<file path="src/rtl/alu_operand_stage.sv">
// ALU operand stage: 2-entry skid FIFO between decode and execute,
// with Mem/Wb operand forwarding evaluated on the held head entry.
module alu_operand_stage #(
  parameter int WIDTH   = 32,
  parameter int REGBITS = 5
) (
  input  logic               clk,
  input  logic               rst_n,
  input  logic               in_valid,
  output logic               in_ready,
  input  logic [WIDTH-1:0]   RD1,
  input  logic [WIDTH-1:0]   RD2,
  input  logic [WIDTH-1:0]   ImmExt,
  input  logic               ALUSrc,
  input  logic [2:0]         ALUControlD,
  input  logic [REGBITS-1:0] Rs1,
  input  logic [REGBITS-1:0] Rs2,
  input  logic [REGBITS-1:0] RdD,
  input  logic               RegWriteD,
  input  logic [REGBITS-1:0] MemRd,
  input  logic               MemRegWrite,
  input  logic [WIDTH-1:0]   MemResult,
  input  logic [REGBITS-1:0] WbRd,
  input  logic               WbRegWrite,
  input  logic [WIDTH-1:0]   WbResult,
  input  logic               flush,
  output logic               out_valid,
  input  logic               out_ready,
  output logic [WIDTH-1:0]   SrcA,
  output logic [WIDTH-1:0]   SrcB,
  output logic [2:0]         ALUControl,
  output logic [REGBITS-1:0] RdE,
  output logic               RegWriteE
);

  typedef struct packed {
    logic [WIDTH-1:0]   rd1;
    logic [WIDTH-1:0]   rd2;
    logic [WIDTH-1:0]   imm;
    logic               alu_src;
    logic [2:0]         ctrl;
    logic [REGBITS-1:0] rs1;
    logic [REGBITS-1:0] rs2;
    logic [REGBITS-1:0] rd;
    logic               reg_write;
  } entry_t;

  entry_t     slot0;
  entry_t     slot1;
  entry_t     din;
  logic [1:0] count;
  logic       push;
  logic       pop;

  assign din = '{
    rd1:       RD1,
    rd2:       RD2,
    imm:       ImmExt,
    alu_src:   ALUSrc,
    ctrl:      ALUControlD,
    rs1:       Rs1,
    rs2:       Rs2,
    rd:        RdD,
    reg_write: RegWriteD
  };

  assign in_ready  = (count != 2'd2);
  assign out_valid = (count != 2'd0);
  assign push      = in_valid && in_ready;
  assign pop       = out_valid && out_ready;

  // slot0 is always the head; slot1 only holds the second entry
  always_ff @(posedge clk or negedge rst_n) begin
    if (!rst_n) begin
      count <= 2'd0;
      slot0 <= '0;
      slot1 <= '0;
    end else if (flush) begin
      count <= 2'd0;
    end else begin
      case (count)
        2'd0: begin
          if (push) begin
            slot0 <= din;
            count <= 2'd1;
          end
        end
        2'd1: begin
          if (push && pop) begin
            slot0 <= din;
          end else if (push) begin
            slot1 <= din;
            count <= 2'd2;
          end else if (pop) begin
            count <= 2'd0;
          end
        end
        2'd2: begin
          if (pop) begin
            slot0 <= slot1;
            count <= 2'd1;
          end
        end
        default: count <= 2'd0;
      endcase
    end
  end

  logic             mem_a;
  logic             wb_a;
  logic             mem_b;
  logic             wb_b;
  logic [WIDTH-1:0] fwd_a;
  logic [WIDTH-1:0] fwd_b;

  assign mem_a = MemRegWrite && (MemRd != '0) && (MemRd == slot0.rs1);
  assign wb_a  = WbRegWrite && (WbRd != '0) && (WbRd == slot0.rs1);
  assign mem_b = MemRegWrite && (MemRd != '0) && (MemRd == slot0.rs2);
  assign wb_b  = WbRegWrite && (WbRd != '0) && (WbRd == slot0.rs2);

  // Mem stage is younger than Wb, so it takes priority
  always_comb begin
    fwd_a = slot0.rd1;
    if (mem_a)
      fwd_a = MemResult;
    else if (wb_a)
      fwd_a = WbResult;
  end

  always_comb begin
    fwd_b = slot0.rd2;
    if (mem_b)
      fwd_b = MemResult;
    else if (wb_b)
      fwd_b = WbResult;
  end

  always_comb begin
    SrcA       = '0;
    SrcB       = '0;
    ALUControl = '0;
    RdE        = '0;
    RegWriteE  = 1'b0;
    if (out_valid) begin
      SrcA       = fwd_a;
      SrcB       = slot0.alu_src ? slot0.imm : fwd_b;
      ALUControl = slot0.ctrl;
      RdE        = slot0.rd;
      RegWriteE  = slot0.reg_write;
    end
  end

endmodule

</file>
<file path="config.mk">
export PLATFORM = sky130hd
export DESIGN_NAME = alu_operand_stage
export DESIGN_NICKNAME = d
export VERILOG_FILES = /design/src/rtl/alu_operand_stage.sv
export SDC_FILE = /design/constraint.sdc
export NUM_CORES = 1
export LEC_CHECK = 0
export ABC_AREA = 1
export ABC_CLOCK_PERIOD_IN_PS = 4030
export BUFFER_PORTS_ARGS = -buffer_cell sky130_fd_sc_hd__buf_4
export CAP_MARGIN = 5
export CORE_ASPECT_RATIO = 0.6
export CORE_MARGIN = 2
export CORE_UTILIZATION = 35
export DETAILED_ROUTE_END_ITERATION = 8
export PLACE_DENSITY_LB_ADDON = 0.15
export RECOVER_POWER = 100
export SKIP_CTS_REPAIR_TIMING = 1
export SLEW_MARGIN = 20
export SYNTH_ARGS = -nofsm -noshare
export SYNTH_HDL_FRONTEND = slang
export SYNTH_SLANG_ARGS = --single-unit
</file>
<file path="constraint.sdc">
create_clock -name clk -period 4.03 [get_ports clk]
set_input_delay 0.6045 -clock clk [delete_from_list [all_inputs] [get_ports clk]]
set_output_delay 0.6045 -clock clk [all_outputs]
set_load 0.005 [all_outputs]
</file>
== Word-level counts from Yosys, hierarchy flattened ==
Cells that the tools add are included.

* Register bits after elaboration: 234
* Bits in latches: 0
* RAM bits: 0
* Bits in read-only memories: 0
* Input port bits: 197
* Output and inout bits: 75
* Word-level logic and storage cells: 73
* Memories kept: 0

* $add $sub $neg: 0
* Multipliers: 0
* Div/mod/pow operators: 0
* Order comparisons: 0
* Equal/unequal tests: 14
* Shifts and indexed selects: 0
* Muxes and demuxes: 21
* Bitwise operators: 2
* Reduce and logical (&&, ||, !) cells: 17

{| class="wikitable"
|+ Operator list
! cell !! count
|-
| 116-bit 2-to-1 mux || 3
|-
| 116-bit one-hot mux with 3 select lines || 1
|-
| 32-bit 2-to-1 mux || 7
|-
| 5-bit equality test || 4
|-
| 2-bit 2-to-1 mux || 6
|-
| 5-bit nonzero test || 2
|-
| 1-bit logical AND || 9
|-
| 3-bit != test (second input constant) || 3
|-
| 2-bit != test (second input constant) || 4
|-
| 4-bit AND reduction || 2
|-
| 2-bit one-hot mux with 3 select lines || 1
|-
| 5-bit 2-to-1 mux || 1
|-
| 5-bit AND reduction || 1
|-
| 4-bit != test (second input constant) || 1
|-
| 3-bit 2-to-1 mux || 1
|-
| 3-bit nonzero test || 1
|-
| 2-bit by 1-bit equality test with 1-bit output (second input constant) || 1
|-
| 2-bit equality test (second input constant) || 1
|-
| 2-bit logical NOT || 1
|-
| 1-bit NOT || 2
|-
| 2-bit nonzero test || 1
|-
| 1-bit 2-to-1 mux || 1
|}

== Logic depth before layout (Yosys ltp) ==
* Depth after elaboration: 7
* Depth in mapped cells: 10
* Mapped depth without buffers: 9

== Worst setup path after synthesis ==
Ideal clock, no wire load.

* Kind: in2out
* Start: input port WbRd[4]
* End: output port SrcA[10]
* Arrival time: 1.637 ns
* Required time: 3.425 ns
* Setup slack: 1.789 ns
* Cell stages on the path: 7
* Buffers on the path: 1
* Cell sequence: xor2_1 -> a21oi_2 -> clkbuf_1 -> nand3_1 -> nand2_1 -> nor2_1 -> nor2_1

* Word-level cells in the longest chain between the ends: 6
* Elaborated cells between the ends (all ways): 7
* Classes of those cells: eq/ne: 1; mux: 3; reduce/logical: 3

{| class="wikitable"
|+ Ends and longest elaborated chain
! what !! line !! text
|-
| start: declaration || 23 || <nowiki>input logic [REGBITS-1:0] WbRd,</nowiki>
|-
| 5-bit nonzero test || 117 || <nowiki>assign wb_a = WbRegWrite && (WbRd != '0) && (WbRd == slot0.rs1);</nowiki>
|-
| 1-bit logical AND || 117 ||
|-
| 1-bit logical AND * || 117 ||
|-
| 32-bit 2-to-1 mux * || 126 || <nowiki>else if (wb_a)</nowiki>
|-
| 32-bit 2-to-1 mux * || 124 || <nowiki>if (mem_a)</nowiki>
|-
| 32-bit 2-to-1 mux * || 144 || <nowiki>if (out_valid) begin</nowiki>
|-
| end: declaration || 29 || <nowiki>output logic [WIDTH-1:0] SrcA,</nowiki>
|}

Mark *: on every way between the ends. The rest lies on a longest branch, timed or not.

== Worst setup path after layout ==
* Start: register slot0[7] (netlist bit)
* End: output port SrcB[26]

* Word-level cells in the longest chain between the ends: 6
* Elaborated cells between the ends (all ways): 8
* Classes of those cells: eq/ne: 2; mux: 4; reduce/logical: 2

{| class="wikitable"
|+ Ends and longest elaborated chain
! what !! line !! text
|-
| start: declaration || 48 || <nowiki>entry_t slot0;</nowiki>
|-
| start signal: assignment || 84 || <nowiki>slot0 <= din;</nowiki>
|-
| start signal: assignment || 90 || <nowiki>slot0 <= din;</nowiki>
|-
| start signal: assignment || 100 || <nowiki>slot0 <= slot1;</nowiki>
|-
| 5-bit equality test || 119 || <nowiki>assign wb_b = WbRegWrite && (WbRd != '0) && (WbRd == slot0.rs2);</nowiki>
|-
| 1-bit logical AND || 119 ||
|-
| 32-bit 2-to-1 mux || 134 || <nowiki>else if (wb_b)</nowiki>
|-
| 32-bit 2-to-1 mux * || 132 || <nowiki>if (mem_b)</nowiki>
|-
| 32-bit 2-to-1 mux * || 146 || <nowiki>SrcB = slot0.alu_src ? slot0.imm : fwd_b;</nowiki>
|-
| 32-bit 2-to-1 mux * || 144 ||
|-
| end: declaration || 30 || <nowiki>output logic [WIDTH-1:0] SrcB,</nowiki>
|}

Marks and branches as above.

==> flow_summary.yaml <==
layout:
  area_growth_syn_to_layout_pct: 24.0
  drive_above_1_share_pct: 16.0
  multi_input_area_um2: 5360
  fin_nets: 2244
  seqCellArea_um2: 5860
  fin_util_pct: 44.1
  fillers: 3822
drt:
  detail_route.iter0.violations: 1047
  dr.pass1.iters: 6
  finalWirelength_mm: 48.3
  dr_total_vias: 12600
  routedWlPerCell_um: 19.0
  antenna_left: 0
  vias_per_cell: 4.95
  drc: 0
worst_setup_path:
  cp_max_fo: 18
  cp_slowest_cell: "clkbuf_2"
  max_stage_delay_ps: 480
  cpMostUsedCell: "nand2_1"
  path_cells: "inv_1, nand2_1, nand2_1, nand3_1, nor2_4, clkbuf_2, nand3_1, nand2_1, inv_1, a21oi_1, clkbuf_4"
  end_kind: "output pin"
  r2r_slack_ps: 570
  setup.worst_path.start_class: "flop"
  path_class: "flop to output pin"
  critPathRequiredTime_ps: 3430
  crit_arrival_ps: 3060
  critPathBufInv: 4
  crit_family: "simple AND/OR/NAND/NOR gates"
die:
  die-area_um2: 38500
  die_h_um: 153
  start_util_pct: 35.6
  core_region_area_um2: 36300
  row_count: 54
  io_pins: 272
  dieWidth_um: 252
power_and_ir_drop:
  sw_frac_of_total_pct: 34.0
  p_per_area_nw_per_um2: 491
  p_total_w: 0.00787
  p_comb_share_pct: 27.9
  p_seq_share_pct: 41.5
  internal_power_w: 0.00520
  p_clk_share_pct: 30.6
  p_sw_w: 0.00267
  p_leak_nw: 8.44
  irDropWorstVdd_mv: 0.345
cts:
  htreeDepth: 1
  clk_pin_slew_ps: 70
  clock_path_buffers: 3
  tritoncts: "yes"
  clk_root_buffer_cell: "clkbuf_16"
  clk-insertion-delay-late_ps: 540
  cts_sinks: 234
  numCtsBuffers: 25
sta:
  fin_hold_ws_ps: 258
  maxSlewHeadroom_pct: -99.7
  finalSetupTns_ps: 0
  fin_ws_ps: 362
  max_freq_mhz: 273
  skew_ps: 17.4
  min_period_ps: 3670
  rsz0062_at_grt: "false"
  setup_violations: 0
  hold_viol: 0
  drv_slew: 229
  fin_crit_sh_pct: 91.0
  tightest_slew_ps: 2990
placement:
  portBuffers: 271
  dp_slack_ps: 919
  dp.final_hpwl_mm: 34.5
  place_congestion: 0.893
global_routing:
  antenna_found_initial: 12
  grtUsageTotal_pct: 24.9
  grt.overflow.total: 0
  grt_pass1_wl_mm: 73.8
  grt_pass1_vias: 12000
  grt_max_degree: 140
synth:
  syn_area_um2: 12900
  avgSynthCellArea_um2: 6.98
  syn_inst: 1851
  yosysSeqAreaShare_pct: 45.3
  synth_warnings: 0
  synth_seq_cells: 234
  ys_types: 26
  synth_nets: 2048
hold_path:
  hp-class: "input pin to flop"
run_status:
  status: "finished, violations left"
  violations: "max-capacitance violations, max-slew violations"
job:
  cap_violations: 3
## flip-flops by register name (all words and copies together) (netlist names)
name,cells
count,2
slot1,116
slot0,116
## kinds of logic after synthesis
group,share of synthesized area (%)
and+or+nand+nor,21.5
xor gates and xnor gates,0.948
buffers and inverters,13.3
AOI/OAI and AO/OA,18.9
DFF,45.3
## layout make-up
class	instances	share of cell area, %
sequential	234	36.5
multi-input combinational	1187	33.4
timing repair buffer	294	13.9
inverter	305	7.14
clock buffer	31	4.23
tap	476	3.71
clock inverter	13	0.928
antenna	6	0.0936
## power groups by stage
stage	logic [W]	registers, W	clock network [W]
CTS	0.00224	0.00326	0.00246
floorplan	0.00130	0.00323	0
detailed placement	0.00223	0.00330	0
global route	0.00250	0.00334	0.00255
global placement	0.00219	0.00328	0
finish	0.00220	0.00326	0.00241
## through the flow
step	cells	instance area (µm²)
final	2546	16000
after global routing	2543	16000
after CTS	2540	16100
after detailed placement	2496	15300
after global placement	2496	15300
after floorplan	1851	12900
## synthesized netlist by cell type
| cell | n | share of area [%] |
|---|---|---|
| nand2_1 | 401 | 12 |
| o21ai_0 | 334 | 13 |
| inv_1 | 301 | 8.7 |
| dfrtp_1 | 234 | 45 |
| nor2_1 | 150 | 4.4 |
| a21oi_1 | 134 | 5.2 |
| nand3_1 | 132 | 5.1 |
| clkbuf_1 | 57 | 1.7 |
| buf_2 | 47 | 1.8 |
| buf_4 | 14 | 0.81 |
| o21ai_1 | 10 | 0.39 |
| xor2_1 | 9 | 0.61 |
| buf_1 | 7 | 0.20 |
| xnor2_1 | 5 | 0.34 |
| inv_2 | 3 | 0.087 |
| nor2_2 | 2 | 0.097 |
| nor3_1 | 2 | 0.077 |
| a21oi_2 | 1 | 0.068 |
| a221oi_4 | 1 | 0.20 |
| clkinv_1 | 1 | 0.029 |
| nand2_2 | 1 | 0.048 |
| nand3b_1 | 1 | 0.058 |
| nand4_1 | 1 | 0.048 |
| nor2_4 | 1 | 0.087 |
| o21a_1 | 1 | 0.058 |
| o31ai_1 | 1 | 0.058 |
## layer usage
layer	wire length [µm]	vias up	GRT usage (%)
li1	-	6186	-
met1	22700	5913	36.3
met2	20500	402	36.3
met3	3590	89	6.30
met4	1440	10	7.27
met5	69	-	0
## worst register-to-register path, stage by stage, from the launching register on
cell and delay, ps:
dfrtp_1 430, nor2_4 120, inv_1 680, a221oi_1 760
buf_4 820, nand2_1 390, o21ai_0 170
## path summary, 6_finish.rpt
| check | endpoint | startpoint | cells past startpoint |
|---|---|---|---|
| worst max-delay path | SrcB[26] | slot0[7]$_DFFE_PN0P_ | 11 |
| worst max register to register | slot0[92]$_DFFE_PN0P_ | count[0]$_DFFE_PN0P_ | 6 |
| max in group asynchronous | slot1[22]$_DFFE_PN0P_ | rst_n | 2 |
| worst min-delay path | count[1]$_DFFE_PN0P_ | out_ready | 2 |
| min in group asynchronous | slot1[19]$_DFFE_PN0P_ | rst_n | 1 |
| worst min register to register | slot1[30]$_DFFE_PN0P_ | slot1[30]$_DFFE_PN0P_ | 2 |
## layout by cell type, fill, tap and decap left out, types with 3 or more instances in the layout
master and count:
nor2_4 4, nor2_1 147, nand2_1 400, clkbuf_8 3
clkbuf_1 17, buf_12 7, o21ai_0 342, clkinv_2 7
buf_4 217, nand3_1 132, diode_2 6, inv_1 303
bufinv_16 3, a21oi_1 134, clkbuf_4 54, clkbuf_16 25
xnor2_1 5, dfrtp_1 234, xor2_1 9
No activity file was read; power rests on OpenSTA's default activity.
